<file path="src/rtl/brisc_pkg.sv">
// Shared decode-stage definitions: scoreboard FSM states and the stall-cause
// encoding reported by the scan printer.
package brisc_pkg;

  localparam int REG_SEL_BITS_DEF = 5;

  typedef enum logic [1:0] {
    RUN       = 2'd0,
    DRAIN     = 2'd1,
    QUIESCENT = 2'd2
  } sb_state_t;

  typedef enum logic [2:0] {
    CAUSE_NONE  = 3'd0,
    CAUSE_RS1   = 3'd1,
    CAUSE_RS2   = 3'd2,
    CAUSE_WAW   = 3'd3,
    CAUSE_FULL  = 3'd4,
    CAUSE_STATE = 3'd5,
    CAUSE_FLUSH = 3'd6
  } stall_cause_t;

endpackage

</file>
<file path="src/rtl/decode_scoreboard_if.sv">
// Decode <-> scoreboard signal bundle. The master side is decode/writeback,
// the slave side is the scoreboard itself.
interface decode_scoreboard_if #(
  parameter int REG_SEL_BITS = 5,
  parameter int MAX_INFLIGHT = 4
);
  localparam int NREG  = 1 << REG_SEL_BITS;
  localparam int CNT_W = $clog2(MAX_INFLIGHT + 1);

  logic                    issue_valid;
  logic [REG_SEL_BITS-1:0] issue_rs1;
  logic [REG_SEL_BITS-1:0] issue_rs2;
  logic [REG_SEL_BITS-1:0] issue_rd;
  logic                    uses_rs1;
  logic                    uses_rs2;
  logic                    writes_rd;
  logic                    wb_valid;
  logic [REG_SEL_BITS-1:0] wb_reg;
  logic                    flush;
  logic                    drain_req;
  logic                    scan;
  logic                    stall;
  logic                    issue_fire;
  logic                    quiescent;
  logic [NREG-1:0]         busy;
  logic [CNT_W-1:0]        inflight;
  logic                    wb_error;

  modport master (
    output issue_valid, issue_rs1, issue_rs2, issue_rd,
           uses_rs1, uses_rs2, writes_rd,
           wb_valid, wb_reg, flush, drain_req, scan,
    input  stall, issue_fire, quiescent, busy, inflight, wb_error
  );

  modport slave (
    input  issue_valid, issue_rs1, issue_rs2, issue_rd,
           uses_rs1, uses_rs2, writes_rd,
           wb_valid, wb_reg, flush, drain_req, scan,
    output stall, issue_fire, quiescent, busy, inflight, wb_error
  );

endinterface

</file>
<file path="src/rtl/hazard_check.sv">
// Pure combinational RAW/WAW/capacity hazard detector over the busy vector,
// with a prioritised cause code for debug.
module hazard_check
  import brisc_pkg::*;
#(
  parameter int REG_SEL_BITS = REG_SEL_BITS_DEF
) (
  input  logic [(1<<REG_SEL_BITS)-1:0] i_busy,
  input  logic [REG_SEL_BITS-1:0]      i_rs1,
  input  logic [REG_SEL_BITS-1:0]      i_rs2,
  input  logic [REG_SEL_BITS-1:0]      i_rd,
  input  logic                         i_uses_rs1,
  input  logic                         i_uses_rs2,
  input  logic                         i_writes_rd,
  input  logic                         i_at_limit,
  output logic                         o_hazard,
  output stall_cause_t                 o_cause
);

  logic w_raw1;
  logic w_raw2;
  logic w_waw;
  logic w_full;
  logic w_rd_live;

  // x0 is never busy, so rs=0 / rd=0 fall out naturally; rd=0 also never
  // consumes an in-flight slot.
  assign w_rd_live = i_writes_rd & (|i_rd);
  assign w_raw1    = i_uses_rs1 & i_busy[i_rs1];
  assign w_raw2    = i_uses_rs2 & i_busy[i_rs2];
  assign w_waw     = w_rd_live & i_busy[i_rd];
  assign w_full    = w_rd_live & i_at_limit;

  assign o_hazard = w_raw1 | w_raw2 | w_waw | w_full;

  always_comb begin
    o_cause = CAUSE_NONE;
    if (w_raw1)      o_cause = CAUSE_RS1;
    else if (w_raw2) o_cause = CAUSE_RS2;
    else if (w_waw)  o_cause = CAUSE_WAW;
    else if (w_full) o_cause = CAUSE_FULL;
  end

endmodule

</file>
<file path="src/rtl/decode_scoreboard.sv">
// Register scoreboard and issue controller for decode: tracks pending writes,
// stalls on hazards/capacity, and implements the drain/quiesce handshake.
module decode_scoreboard
  import brisc_pkg::*;
#(
  parameter int CORE            = 0,
  parameter int REG_SEL_BITS    = REG_SEL_BITS_DEF,
  parameter int MAX_INFLIGHT    = 4,
  parameter int SCAN_CYCLES_MIN = 0,
  parameter int SCAN_CYCLES_MAX = 1000
) (
  input logic               clock,
  input logic               reset,
  decode_scoreboard_if.slave sb
);

  localparam int NREG  = 1 << REG_SEL_BITS;
  localparam int CNT_W = $clog2(MAX_INFLIGHT + 1);

  sb_state_t        r_state;
  sb_state_t        w_state_nxt;
  logic [NREG-1:0]  r_busy;
  logic [NREG-1:0]  w_busy_nxt;
  logic [CNT_W-1:0] r_inflight;
  logic [CNT_W-1:0] w_inflight_nxt;
  logic             r_wb_error;
  int               r_cycle;

  logic             w_at_limit;
  logic             w_hazard;
  stall_cause_t     w_cause;
  stall_cause_t     w_scan_cause;
  logic             w_stall;
  logic             w_fire;
  logic             w_set;
  logic             w_wb_live;
  logic             w_clr;
  logic             w_wb_bad;

  assign w_at_limit = (r_inflight == CNT_W'(MAX_INFLIGHT));

  hazard_check #(
    .REG_SEL_BITS (REG_SEL_BITS)
  ) u_hazard (
    .i_busy      (r_busy),
    .i_rs1       (sb.issue_rs1),
    .i_rs2       (sb.issue_rs2),
    .i_rd        (sb.issue_rd),
    .i_uses_rs1  (sb.uses_rs1),
    .i_uses_rs2  (sb.uses_rs2),
    .i_writes_rd (sb.writes_rd),
    .i_at_limit  (w_at_limit),
    .o_hazard    (w_hazard),
    .o_cause     (w_cause)
  );

  assign w_stall = sb.issue_valid & (w_hazard | (r_state != RUN) | sb.flush);
  assign w_fire  = sb.issue_valid & ~w_stall;
  assign w_set   = w_fire & sb.writes_rd & (|sb.issue_rd);

  // Writebacks in a flush cycle are dropped entirely, including error detection.
  assign w_wb_live = sb.wb_valid & (|sb.wb_reg) & ~sb.flush;
  assign w_clr     = w_wb_live & r_busy[sb.wb_reg];
  assign w_wb_bad  = w_wb_live & ~r_busy[sb.wb_reg];

  // Set is applied after clear so a same-register collision leaves it busy.
  always_comb begin
    w_busy_nxt = r_busy;
    if (w_clr)    w_busy_nxt[sb.wb_reg]   = 1'b0;
    if (w_set)    w_busy_nxt[sb.issue_rd] = 1'b1;
    if (sb.flush) w_busy_nxt              = '0;
    w_busy_nxt[0] = 1'b0;
  end

  always_comb begin
    w_inflight_nxt = r_inflight;
    if (w_set)    w_inflight_nxt = w_inflight_nxt + 1'b1;
    if (w_clr)    w_inflight_nxt = w_inflight_nxt - 1'b1;
    if (sb.flush) w_inflight_nxt = '0;
  end

  // RUN goes straight to QUIESCENT when nothing is left in flight, so an idle
  // pipe reports quiescent one cycle after drain_req.
  always_comb begin
    w_state_nxt = r_state;
    case (r_state)
      RUN: begin
        if (sb.drain_req)
          w_state_nxt = (w_inflight_nxt == '0) ? QUIESCENT : DRAIN;
      end
      DRAIN: begin
        if (!sb.drain_req)              w_state_nxt = RUN;
        else if (w_inflight_nxt == '0)  w_state_nxt = QUIESCENT;
      end
      QUIESCENT: begin
        if (!sb.drain_req) w_state_nxt = RUN;
      end
      default: w_state_nxt = RUN;
    endcase
  end

  always_ff @(posedge clock) begin
    if (reset) begin
      r_state    <= RUN;
      r_busy     <= '0;
      r_inflight <= '0;
      r_wb_error <= 1'b0;
      r_cycle    <= 0;
    end else begin
      r_state    <= w_state_nxt;
      r_busy     <= w_busy_nxt;
      r_inflight <= w_inflight_nxt;
      r_wb_error <= r_wb_error | w_wb_bad;
      r_cycle    <= r_cycle + 1;
    end
  end

  assign sb.stall      = w_stall;
  assign sb.issue_fire = w_fire;
  assign sb.quiescent  = (r_state == QUIESCENT);
  assign sb.busy       = r_busy;
  assign sb.inflight   = r_inflight;
  assign sb.wb_error   = r_wb_error;

  always_comb begin
    w_scan_cause = CAUSE_NONE;
    if (sb.issue_valid) begin
      if (sb.flush)            w_scan_cause = CAUSE_FLUSH;
      else if (r_state != RUN) w_scan_cause = CAUSE_STATE;
      else                     w_scan_cause = w_cause;
    end
  end

`ifndef SYNTHESIS
  always_ff @(posedge clock) begin
    if (!reset && sb.scan && (r_cycle >= SCAN_CYCLES_MIN) && (r_cycle <= SCAN_CYCLES_MAX))
      $display("[sb%0d] cyc=%0d state=%s busy=%h inflight=%0d cause=%s",
               CORE, r_cycle, r_state.name(), r_busy, r_inflight, w_scan_cause.name());
  end
`endif

endmodule

</file>
<file path="src/flat_wrapper.sv">
// flat-port wrapper written by rule: the top's interface ports become plain ports
module decode_scoreboard_flat import brisc_pkg::*;
#(
  parameter int CORE            = 0,
  parameter int REG_SEL_BITS    = REG_SEL_BITS_DEF,
  parameter int MAX_INFLIGHT    = 4,
  parameter int SCAN_CYCLES_MIN = 0,
  parameter int SCAN_CYCLES_MAX = 1000
)
  (clock, reset, sb_issue_valid, sb_issue_rs1, sb_issue_rs2, sb_issue_rd, sb_uses_rs1, sb_uses_rs2, sb_writes_rd, sb_wb_valid, sb_wb_reg, sb_flush, sb_drain_req, sb_scan, sb_stall, sb_issue_fire, sb_quiescent, sb_busy, sb_inflight, sb_wb_error);
  decode_scoreboard_if #(.REG_SEL_BITS(REG_SEL_BITS), .MAX_INFLIGHT(MAX_INFLIGHT)) sb_i ();
  input logic clock;
  input logic reset;
  input wire logic [$bits(sb_i.issue_valid)-1:0] sb_issue_valid;
  input wire logic [$bits(sb_i.issue_rs1)-1:0] sb_issue_rs1;
  input wire logic [$bits(sb_i.issue_rs2)-1:0] sb_issue_rs2;
  input wire logic [$bits(sb_i.issue_rd)-1:0] sb_issue_rd;
  input wire logic [$bits(sb_i.uses_rs1)-1:0] sb_uses_rs1;
  input wire logic [$bits(sb_i.uses_rs2)-1:0] sb_uses_rs2;
  input wire logic [$bits(sb_i.writes_rd)-1:0] sb_writes_rd;
  input wire logic [$bits(sb_i.wb_valid)-1:0] sb_wb_valid;
  input wire logic [$bits(sb_i.wb_reg)-1:0] sb_wb_reg;
  input wire logic [$bits(sb_i.flush)-1:0] sb_flush;
  input wire logic [$bits(sb_i.drain_req)-1:0] sb_drain_req;
  input wire logic [$bits(sb_i.scan)-1:0] sb_scan;
  output wire logic [$bits(sb_i.stall)-1:0] sb_stall;
  output wire logic [$bits(sb_i.issue_fire)-1:0] sb_issue_fire;
  output wire logic [$bits(sb_i.quiescent)-1:0] sb_quiescent;
  output wire logic [$bits(sb_i.busy)-1:0] sb_busy;
  output wire logic [$bits(sb_i.inflight)-1:0] sb_inflight;
  output wire logic [$bits(sb_i.wb_error)-1:0] sb_wb_error;
  assign sb_i.issue_valid = sb_issue_valid;
  assign sb_i.issue_rs1 = sb_issue_rs1;
  assign sb_i.issue_rs2 = sb_issue_rs2;
  assign sb_i.issue_rd = sb_issue_rd;
  assign sb_i.uses_rs1 = sb_uses_rs1;
  assign sb_i.uses_rs2 = sb_uses_rs2;
  assign sb_i.writes_rd = sb_writes_rd;
  assign sb_i.wb_valid = sb_wb_valid;
  assign sb_i.wb_reg = sb_wb_reg;
  assign sb_i.flush = sb_flush;
  assign sb_i.drain_req = sb_drain_req;
  assign sb_i.scan = sb_scan;
  assign sb_stall = sb_i.stall;
  assign sb_issue_fire = sb_i.issue_fire;
  assign sb_quiescent = sb_i.quiescent;
  assign sb_busy = sb_i.busy;
  assign sb_inflight = sb_i.inflight;
  assign sb_wb_error = sb_i.wb_error;
  decode_scoreboard #(.CORE(CORE), .REG_SEL_BITS(REG_SEL_BITS), .MAX_INFLIGHT(MAX_INFLIGHT), .SCAN_CYCLES_MIN(SCAN_CYCLES_MIN), .SCAN_CYCLES_MAX(SCAN_CYCLES_MAX)) u_core (.clock(clock), .reset(reset), .sb(sb_i));
endmodule
</file>
<file path="config.mk">
export PLATFORM = sky130hd
export DESIGN_NAME = decode_scoreboard_flat
export DESIGN_NICKNAME = d
export VERILOG_FILES = /design/src/rtl/brisc_pkg.sv /design/src/rtl/decode_scoreboard_if.sv /design/src/rtl/hazard_check.sv /design/src/rtl/decode_scoreboard.sv /design/src/flat_wrapper.sv
export SDC_FILE = /design/constraint.sdc
export NUM_CORES = 1
export LEC_CHECK = 0
export ABC_CLOCK_PERIOD_IN_PS = 3650
export CORE_AREA = 2 2 84 86
export CTS_CLUSTER_SIZE = 28
export DETAILED_ROUTE_END_ITERATION = 16
export DIE_AREA = 0 0 86 88
export HOLD_SLACK_MARGIN = 0.08
export PLACE_DENSITY = 0.76
export SLEW_MARGIN = 0
export SYNTH_ARGS = -nofsm -noshare
export SYNTH_HDL_FRONTEND = slang
export SYNTH_SLANG_ARGS = --single-unit
</file>
<file path="constraint.sdc">
create_clock -name clock -period 3.65 [get_ports clock]
set_input_delay 0.365 -clock clock [delete_from_list [all_inputs] [get_ports clock]]
set_output_delay 0.365 -clock clock [all_outputs]
set_load 0.01 [all_outputs]
</file>
* Word-level counts from Yosys, hierarchy flattened *
Cells that the tools add are included.

storage, ports and cells
  output and inout port bits = 39
  bits of input ports = 30
  logic and storage cells = 76
  register bits after elaboration = 38

operators by class
  magnitude comparators = 6
  bitwise operators = 25
  reductions and logical operators = 9
  equal/unequal tests = 6
  mux-type cells = 23
  add/sub/neg operators = 2

operators by type and width
  cell                                                               number
  2-to-1 mux 32 bit                                                  2
  bitwise AND 32 bit                                                 1
  inverter 32 bit                                                    1
  bitwise OR 32 bit                                                  1
  less-than comparator 5 x 6 -> 1 bit, second input constant         4
  binary-select mux 1 bit (select 5 bit)                             4
  bitwise AND 1 bit                                                  13
  demux 1 bit (select 5 bit)                                         2
  greater-or-equal comparator 5 x 1 -> 1 bit, second input constant  2
  2-to-1 mux 2 bit                                                   5
  OR reduction 5 bit                                                 2
  2-to-1 mux 3 bit                                                   3
  2-to-1 mux 1 bit                                                   6
  bitwise OR 1 bit                                                   6
  case mux 2 bit (3 select lines)                                    1
  != test 2 bit, second input constant                               2
  adder 3 x 1 -> 3 bit, second input constant                        1
  == test 3 bit, second input constant                               1
  logical NOT 3 bit                                                  1
  != test 3 x 2 -> 1 bit, second input constant                      1
  inverter 1 bit                                                     3
  AND reduction 3 bit                                                1
  subtractor 3 x 1 -> 3 bit, second input constant                   1
  == test 2 x 1 -> 1 bit, second input constant                      1
  5 further kinds                                                    6

* Longest topological paths before layout *
Gate-level depths: netlist (run 1).

  depth after elaboration = 21
  gate-level depth with buffers = 14
  mapped depth without buffers = 11

* Cells and area by module *
From an unflattened synthesis (run 1), not the netlist that was laid out.

unflattened totals
  cell total of the unflattened synthesis = 349
  area, all modules = 3233.1 um^2

by module, submodules not included
  module             area each (um^2)  times used  seq. area each (um^2)  cells each
  decode_scoreboard  2302.2            1           740.7                  266
  hazard_check       930.9             1           0.0                    83

* Least setup slack after synthesis (run 1) *
Ideal clock, no wire load.

  path kind = input-to-reg
  start = in sb_issue_rs2[0]
  end = reg u_core.r_state[0]
  data arrival time = 3310 ps
  library setup time = 116 ps
  stages = 13
  buffers on the path = 2
  data required time = 3534 ps
  slack = 223 ps
  path through = buf_2 > mux4_2 > mux2_2 > a221o_1 > a41o_1 > nor4b_2 > buf_4 > mux2i_1 > ha_1 > o211ai_1 > xor2_1 > xor2_1 > o211a_1

on the way
  word-level cells in the longest chain between the ends = 21
  elaborated cells between the ends (all ways) = 23
  classes of those cells = add/sub: 1; eq/ne: 1; mux: 8; bitwise: 11; reduce/logical: 2

ends and longest elaborated chain
  item                                        RTL line                                          text
  start, declared                             flat_wrapper.sv:16                                input wire logic [$bits(sb_i.issue_rs2)-1:0] sb_issue_rs2;
  binary-select mux 1 bit (select 5 bit) (*)  hazard_check.sv:30                                assign w_raw2 = i_uses_rs2 & i_busy[i_rs2];
  2-to-1 mux 1 bit (implied by the code) (*)  hazard_check.sv:30
  bitwise AND 1 bit (*)                       hazard_check.sv:30
  bitwise OR 1 bit (*) (3 in series)          hazard_check.sv:34                                assign o_hazard = w_raw1 | w_raw2 | w_waw | w_full;
  bitwise OR 1 bit (*) (2 in series)          decode_scoreboard.sv:57                           assign w_stall = sb.issue_valid & (w_hazard | (r_state != RUN) | sb.flush);
  bitwise AND 1 bit (*)                       decode_scoreboard.sv:57
  inverter 1 bit (*)                          decode_scoreboard.sv:58                           assign w_fire = sb.issue_valid & ~w_stall;
  bitwise AND 1 bit (*)                       decode_scoreboard.sv:58
  bitwise AND 1 bit (*) (2 in series)         decode_scoreboard.sv:59                           assign w_set = w_fire & sb.writes_rd & (|sb.issue_rd);
  2-to-1 mux 3 bit (*)                        decode_scoreboard.sv:77                           if (w_set) w_inflight_nxt = w_inflight_nxt + 1'b1;
  subtractor 3 x 1 -> 3 bit                   decode_scoreboard.sv:78                           if (w_clr) w_inflight_nxt = w_inflight_nxt - 1'b1;
  2-to-1 mux 3 bit (*)                        decode_scoreboard.sv:78
  2-to-1 mux 3 bit (*)                        decode_scoreboard.sv:79                           if (sb.flush) w_inflight_nxt = '0;
  logical NOT 3 bit (*)                       decode_scoreboard.sv:89, decode_scoreboard.sv:93
  2-to-1 mux 2 bit                            decode_scoreboard.sv:89                           w_state_nxt = (w_inflight_nxt == '0) ? QUIESCENT : DRAIN;
  2-to-1 mux 2 bit                            decode_scoreboard.sv:88                           if (sb.drain_req)
  case mux 2 bit (3 select lines)             decode_scoreboard.sv:86                           case (r_state)
  end signal, assigned                        decode_scoreboard.sv:110                          r_state <= w_state_nxt;
  end, declared                               decode_scoreboard.sv:20                           sb_state_t r_state;

Every way passes the cells marked *; elsewhere a longest branch is shown, timed or not. The select of a mux whose other input is x is not followed.
A chain may end at the register's enable or synchronous reset.

* Worst setup path in the final report (run 1) *
  start = in sb_issue_rs2[2]
  end = reg u_core.r_state[0]

The elaborated chain is that of the path after synthesis.

==> metrics.csv, run 1 <==
metric,value,unit
num_rows,30,
grt_first_pass_wirelength,16700,um
yosysSeqAreaShare,0.249,
syn_nets,373,
clkTransAtPathRegs,80,ps
period_needed,3520,ps
wl_per_cell,21.3,um
timing.fmax,0.284,GHz
yosys.area.top_type,dfxtp_1,
ys_async_sr_fraction,0,
swShare,0.299,
drtIter0Drc,556,
combPwrFrac,0.234,
max_slew_margin,0.586,
dp_hpwl,7780,um
place_area,3900,um2
finalClockSkew,6.23,ps
grt-ovfl-total,0,
fillers,567,
synth.area.top_cells,"dfxtp_1, mux4_2, mux2i_1",
clk_latency,300,ps
peakVddDrop,0.184,mV
most-common-layout-cells,"clkdlybuf4s50_1, buf_4, dfxtp_1",
htreeDepth,2,
r2r_slack,250,ps
criticalPathCategory,input pin to flip-flop,
syn2layout_area_growth,36.9,%
cts_buffer_depth,2,
ys_warn_count,0,
ant_nets,0,
critPathArrivalTime,3710,ps
drive_above_1_share,0.200,
routed_wirelength,10800,um
p_int,640,uW
multiInputGateArea,2110,um2
io_buffer_count,66,
crit_path_start_kind,input pin,
finalCritPeriodShare,0.965,
yosysTopAreaCellShare,0.249,
top_layer,met4,
regArea,741,um2
finalInstanceArea,4070,um2
core_area,6640,um2
viasPerCell,6.75,
finalHoldViolCount,0,
syn_avg_cell_area,8.75,um2
drt_pass1_iterations,6,
cp_max_fo,4,
min_to,u_core.sb.wb_error,
cts-hold-fix-buffers,0,
min_from,u_core.sb.wb_error,
synth_seq_cells,37,
cap_violations,0,
numCtsBuffers,5,
antenna_found_initial,0,
place.gp.congestion,1.02,
dpl_worst_slack,-393,ps
status,finished clean,
hp-class,flip-flop to flip-flop,
routed-wl-met3,1410,um
power_frac_seq,0.450,
worst_slew_pin_slew,620,ps
root_buffer,clkbuf_8,
power_density,224,nW/um2
die_y,88,um
synth_ff_type,dfxtp_1,
yosys.cell_types.count,47,
p_sw,273,uW
grt_use_total,0.287,
die_area,7570,um2
die_x,86,um
rsz0062_at_grt,false,
vias,3403,
cp_data_required_time,3840,ps
netlist_instances,340,
setup_ws,129,ps
wl_met1,4160,um
grt_pass1_vias,3195,
r2r-end,u_core.r_state[0],
r2r-start,u_core.sb.busy[15],
reg2reg_depth,12,
finalSetupViolations,0,
grt_max_degree,29,
p_clk_frac,0.316,
synth.cell_area,2980,um2
diodes,0,
start_util,0.448,
clock_sinks,37,
drv_slew,0,
drc,0,
end_kind,flip-flop,
nets,456,
wl_met2,4850,um
leakagePower,0.00149,uW
final_common_cell,clkdlybuf4s50_1,
io_pins,69,
cts_tree,done,
synth-edff-count,0,
holdPathStages,2,
## sequential cells by signal (all words and copies together) (netlist names)
name / cells
u_core.sb.inflight: 3
u_core.sb.wb_error: 1
u_core.sb.busy: 31
u_core.r_state: 2
## cell type report
| cell class | count | area share |
|---|---|---|
| sequential | 37 | 0.182 |
| clock buffer | 6 | 0.0178 |
| timing repair buffer | 108 | 0.248 |
| clock inverter | 2 | 0.00246 |
| inverter | 9 | 0.00829 |
| multi-input combinational | 262 | 0.517 |
| tap | 80 | 0.0246 |
## per-layer routing
| layer | up-vias | track usage |
|---|---|---|
| met5 | - | 0 |
| met4 | 0 | 0.108 |
| met3 | 43 | 0.0613 |
| met2 | 286 | 0.435 |
| met1 | 1606 | 0.403 |
| li1 | 1468 | - |
## cells in the mapped netlist, types with 3 or more instances
cell      number
a21oi_1       32
a22oi_1        4
and2_1         3
and3_1         5
buf_1          5
buf_2          9
buf_4          3
clkbuf_1      15
dfxtp_1       37
ha_1           3
inv_1          9
mux2_2         6
mux2i_1       23
mux4_2        20
nand2_1       21
nand2b_1       3
nand3_1       22
nand3b_1       4
nand4b_1       8
nor2_1        11
nor2b_1        6
nor3_1         5
nor3b_1        4
o21a_1         9
o21ai_0       17
o22ai_1        5
o31ai_1       16
or3_1          7
## power by group through the flow
| stage | combinational, uW | sequential, uW | clock (uW) |
|---|---|---|---|
| floorplan | 110 | 420 | 0 |
| global placement | 196 | 420 | 0 |
| detailed placement | 201 | 420 | 0 |
| CTS | 201 | 411 | 287 |
| global route | 225 | 411 | 303 |
| finish | 213 | 411 | 288 |
## per-stage QoR
step	hold slack (ps)	total power (uW)	instances	util	TNS [ps]
finish	496	912	504	0.613	0
global route	529	940	504	0.613	0
floorplan	437	531	340	-	0
CTS	492	899	498	0.601	0
detailed placement	473	621	490	0.587	-1700
global placement	455	616	490	0.587	-1080
## critical path: stages
cell,delay (ps)
clkdlybuf4s50_1,540
mux4_2,320
mux2_2,280
a221o_1,340
a41o_1,220
nor4b_4,250
buf_4,190
mux2i_4,240
ha_2,200
o211ai_1,110
xor2_1,210
xor2_1,190
o211a_1,240
## how the worst max path moves through the flow
stage / start / endpoint / slack (ps) / depth (start not counted)
finish: sb_issue_rs2[2] / u_core.r_state[0] / 130 / 13
global route: sb_issue_rs2[2] / u_core.r_state[0] / 10 / 13
CTS: sb_issue_rs1[0] / u_core.r_state[0] / 90 / 14
detailed placement: sb_issue_rs2[0] / u_core.r_state[0] / -390 / 13
global placement: sb_issue_rs2[0] / u_core.r_state[0] / -230 / 13
floorplan: sb_issue_rs2[0] / u_core.r_state[0] / 220 / 13
## cells by family (layout without fill, tap and decap cells)
group	count (synthesis)	in the layout	share of synthesized area
buffers and inverters	41	125	0.0593
adders and majority gates	3	3	0.0126
other	1	1	0.00126
AOI/OAI and AO/OA	98	98	0.213
muxes	49	49	0.251
xor gates and xnor gates	3	3	0.00883
DFF	37	37	0.249
and+or+nand+nor	108	108	0.205
## timing repair
action	in CTS	in global routing
pin swaps	1	6
resized for setup	5	9
endpoints found under the setup margin	5	3
buffers inserted	0	6
No activity file was read; power rests on OpenSTA's default activity.
==> inputs of run 2 (changes only) <==
--- a/config.mk
+++ b/config.mk
@@ -7,6 +7,7 @@
 export LEC_CHECK = 0
 export ABC_CLOCK_PERIOD_IN_PS = 3650
 export CORE_AREA = 2 2 84 86
+export CTS_CLUSTER_DIAMETER = 40
 export CTS_CLUSTER_SIZE = 28
 export DETAILED_ROUTE_END_ITERATION = 16
 export DIE_AREA = 0 0 86 88
==> results of run 2 <==
No change in the layout: final DEF, timing and power equal those of run 1.
==> edit 1 (settings of run 2) <==
The 3 states of `sb_state_t` get a one-hot encoding in 3 bits.
--- a/src/rtl/brisc_pkg.sv
+++ b/src/rtl/brisc_pkg.sv
@@ -4,10 +4,10 @@
 
   localparam int REG_SEL_BITS_DEF = 5;
 
-  typedef enum logic [1:0] {
-    RUN       = 2'd0,
-    DRAIN     = 2'd1,
-    QUIESCENT = 2'd2
+  typedef enum logic [2:0] {
+    RUN       = 3'b001,
+    DRAIN     = 3'b010,
+    QUIESCENT = 3'b100
   } sb_state_t;
 
   typedef enum logic [2:0] {
Behaviour: no difference found for any inputs over 4 cycles, from zero or initial values and one cycle with reset high; so few cycles prove little.
==> edit 1 against run 2 <==
Power grew 15%. Critical path depth grew 1. Area after synthesis grew 3.9%. Cell area grew 2.5%. Wire length shrank 0.40%. Worst setup slack lost 19 ps. Clock power grew 54%. Largest cell class unchanged. Sequential cell count grew 1. Highest routed layer unchanged. Hold slack lost 20 ps.
==> edit 1: results (changes against run 2) <==
Outcome
  • Run status: finished clean (unchanged)

Critical path
  • Critical Path AT: 3740 ps (was 3710 ps)
  • Crit path max fanout: 14 (was 4)

Placed design
  • Final HPWL DP: 7960 um (was 7780 um)
  • Pre-CTS setup slack: -295 ps (was -393 ps)
  • Gp weighted congestion: 1.00 (was 1.02)

Timing
  • Setup Skew: 9.31 ps (was 6.23 ps)
  • Slew at the pin closest to its max-slew limit: 750 ps (was 620 ps)

GRT
  • Met1 Use GR: 38.1% (was 40.3%)
  • First-pass GRT wire length: 16500 um (was 16700 um)
  • Grt met3 use: 5.37% (was 6.13%)
  • GRT Total Usage: 28.4% (was 28.7%)
  • Largest net degree at the start of global routing: 18 (was 29)

Synth
  • Post-Syn Nets: 371 (was 373)
  • Netlist cell types: 59 (was 47)
  • Avg Inst Size Synth: 9.15 um2 (was 8.75 um2)
  • Commonest cells post-synth: dfxtp_1, nand2_1, mux2i_1, clkbuf_1, a21oi_1 (was dfxtp_1, a21oi_1, mux2i_1, nand3_1, nand2_1)

Power and ir drop
  • Peak supply drop: 221 uV (was 184 uV)
  • LEAKAGE: 1.54 nW (was 1.49 nW)

Cells and area
  • Layout cells sized above 1: 20.2% (was 20.0%)
  • Final instance count without filler cells: 495 (was 504)
  • Fin nets: 447 (was 456)

Detailed routing
  • DR WL met3: 1240 um (was 1410 um)
  • Met2 WL: 4930 um (was 4850 um)
  • Initial DRC count: 348 (was 556)
  • Wirelength, routed: 10700 um (was 10800 um)
  • M1 WL: 4230 um (was 4160 um)
  • TritonRoute pass-1 iters: 5 (was 6)
-- edit 1: power by group --
part           total (mW)  leakage [nW]  switching, mW  internal, mW
clock network       0.443        0.0683          0.168         0.274
registers           0.420         0.307        0.00329         0.417
logic               0.183          1.16         0.0929        0.0906
total                1.05          1.54          0.265         0.782
-- edit 1: cells by family after synthesis --
family,after synthesis,share of synthesized area (%)
XOR/XNOR,6,2.14
flip-flops,38,24.6
AO/OA/AOI/OAI,81,20.0
other,1,0.121
adder cells (fa/ha/maj),3,1.21
AND/OR/NAND/NOR,121,21.7
buffers and inverters,39,5.34
multiplexers,49,24.8
-- edit 1: final cells by class --
class | instances | area, um2
clock buffers | 5 | 68.8
inverters | 7 | 26.3
flip-flops and latches | 38 | 761
repair buffers | 101 | 963
multi-input cells | 261 | 2190
fillers | 559 | 2470
well taps | 80 | 100
clock inverters | 3 | 68.8
-- edit 1: what timing repair did --
item / CTS / global route
pin swaps: 0 / 3
resized for setup: 1 / 5
endpoints found under the setup margin: 1 / 2
-- edit 1: worst paths after layout --
kind                       from            endpoint  slack [ps]  cells after the start
min reg2reg  u_core.sb.wb_error  u_core.sb.wb_error         480                      2
max reg2reg  u_core.sb.busy[27]   u_core.r_state[2]         350                     12
max              sb_issue_rd[0]   u_core.r_state[2]         110                     14
min          u_core.sb.wb_error  u_core.sb.wb_error         480                      2
-- edit 1: critical path: stages --
cell and delay (ps):
clkdlybuf4s50_1 510, buf_12 160, mux4_2 520, mux2i_2 220
a211o_1 160, nand4_1 190, nor4_4 210, buf_6 170
mux2i_2 260, ha_1 310, nor4b_1 160, mux2i_1 170
nand4b_1 120, and3b_1 190
==> edit 2 (flow settings as in run 2) <==
Without the edit above. `MAX_INFLIGHT` is set to 4 in 3 places; all go to 16.
--- a/src/rtl/decode_scoreboard_if.sv
+++ b/src/rtl/decode_scoreboard_if.sv
@@ -2,7 +2,7 @@
 // the slave side is the scoreboard itself.
 interface decode_scoreboard_if #(
   parameter int REG_SEL_BITS = 5,
-  parameter int MAX_INFLIGHT = 4
+  parameter int MAX_INFLIGHT = 16
 );
   localparam int NREG  = 1 << REG_SEL_BITS;
   localparam int CNT_W = $clog2(MAX_INFLIGHT + 1);
--- a/src/rtl/decode_scoreboard.sv
+++ b/src/rtl/decode_scoreboard.sv
@@ -5,7 +5,7 @@
 #(
   parameter int CORE            = 0,
   parameter int REG_SEL_BITS    = REG_SEL_BITS_DEF,
-  parameter int MAX_INFLIGHT    = 4,
+  parameter int MAX_INFLIGHT    = 16,
   parameter int SCAN_CYCLES_MIN = 0,
   parameter int SCAN_CYCLES_MAX = 1000
 ) (
--- a/src/flat_wrapper.sv
+++ b/src/flat_wrapper.sv
@@ -3,7 +3,7 @@
 #(
   parameter int CORE            = 0,
   parameter int REG_SEL_BITS    = REG_SEL_BITS_DEF,
-  parameter int MAX_INFLIGHT    = 4,
+  parameter int MAX_INFLIGHT    = 16,
   parameter int SCAN_CYCLES_MIN = 0,
   parameter int SCAN_CYCLES_MAX = 1000
 )
Interface: changed (resized sb_inflight); port bits go from 69 to 71. The function was not compared with the original's and may differ.
==> edit 2 against run 2 <==
The run now ends with negative setup slack left. Cell area up 14%. Wire length up 16%. Power up 15%. First-iteration DRC count up 4.7%. Worst setup slack worse by 180 ps. Sequential power up 4.9%. Global-route usage up 3.5 points. Sequential cell count up 2. Area after synthesis up 10%.
==> edit 2: results (changes against run 2) <==
Critical path
  • CP max-delay cell: mux4_2 (was clkdlybuf4s50_1)
  • Crit. Startpoint: sb_issue_rs2[1] (was sb_issue_rs2[2])
  • Max incr delay on CP: 500 ps (was 540 ps)
  • Reg2Reg Setup Slack: -30 ps (was 250 ps)
  • Crit Reg-Reg Startpoint: u_core.sb.busy[12] (was u_core.sb.busy[15])
  • Critical Path AT: 3910 ps (was 3710 ps)

Synth
  • Commonest cells post-synth: nand2_1, dfxtp_1, nor2_1, mux2i_1, a22oi_1 (was dfxtp_1, a21oi_1, mux2i_1, nand3_1, nand2_1)
  • Post-Syn Nets: 424 (was 373)
  • Cells after synthesis: 391 (was 340)

Timing
  • Worst Slack Setup Final: -50.6 ps (was 129 ps)
  • Endpoints failing setup: 1 (was 0)

Cells and area
  • Layout clock area frac: 2.42% (was 2.03%)
  • Non-clk bufs: 142 (was 108)
  • FILL cells: 498 (was 567)
  • NonClk Buf Share: 27.1% (was 24.8%)
  • Fraction of area in registers: 17.0% (was 18.2%)
  • Layout cells sized above 1: 26.1% (was 20.0%)
  • Sequential cell count: 39 (was 37)

Placed design
  • Placed Area: 4400 um2 (was 3900 um2)
  • Final HPWL DP: 8690 um (was 7780 um)
  • Buffers on Ports: 68 (was 66)

Detailed routing
  • Initial DRC count: 582 (was 556)
  • Drt wl/cell: 21.2 um (was 21.3 um)
  • Vias: 3830 (was 3403)
  • DR WL met3: 1620 um (was 1410 um)

Outcome
  • Run status: finished with violations (was finished clean)
  • Failing checks: negative setup slack

GRT
  • GRT Total Usage: 32.2% (was 28.7%)
  • Largest net degree at the start of global routing: 36 (was 29)
  • Met1 Use GR: 44.7% (was 40.3%)

Clock network
  • Cts repair resizes: 13 (was 5)
  • Post-CTS Repair Setup Buffers: 9 (was 0)
-- edit 2: cell types whose count changed in the layout (fill, tap and decap cells not counted), moves of 8 or more --
cell      delta
a21oi_1     -14
nand2_1     +22
o31ai_1     -16
nand4b_1     -8
nor2_1      +27
nand3_1     -12
a22oi_1     +18
buf_4       +32
-- edit 2: cell families (layout without fill, tap and decap cells) --
| family | count (synthesis) | after routing | synth area share (%) |
|---|---|---|---|
| mux | 52 | 52 | 22.4 |
| other cells | 1 | 1 | 0.114 |
| buf+inv | 44 | 159 | 6.05 |
| compound gates | 88 | 88 | 19.4 |
| xor+xnor | 9 | 9 | 2.85 |
| flops | 39 | 39 | 23.8 |
| fa+ha+maj | 3 | 3 | 1.14 |
| simple gates | 155 | 155 | 24.2 |
-- edit 2: where the power goes --
| group | internal [mW] | switching (mW) |
|---|---|---|
| Clock | 0.204 | 0.169 |
| Sequential | 0.428 | 0.00303 |
| Combinational | 0.125 | 0.124 |
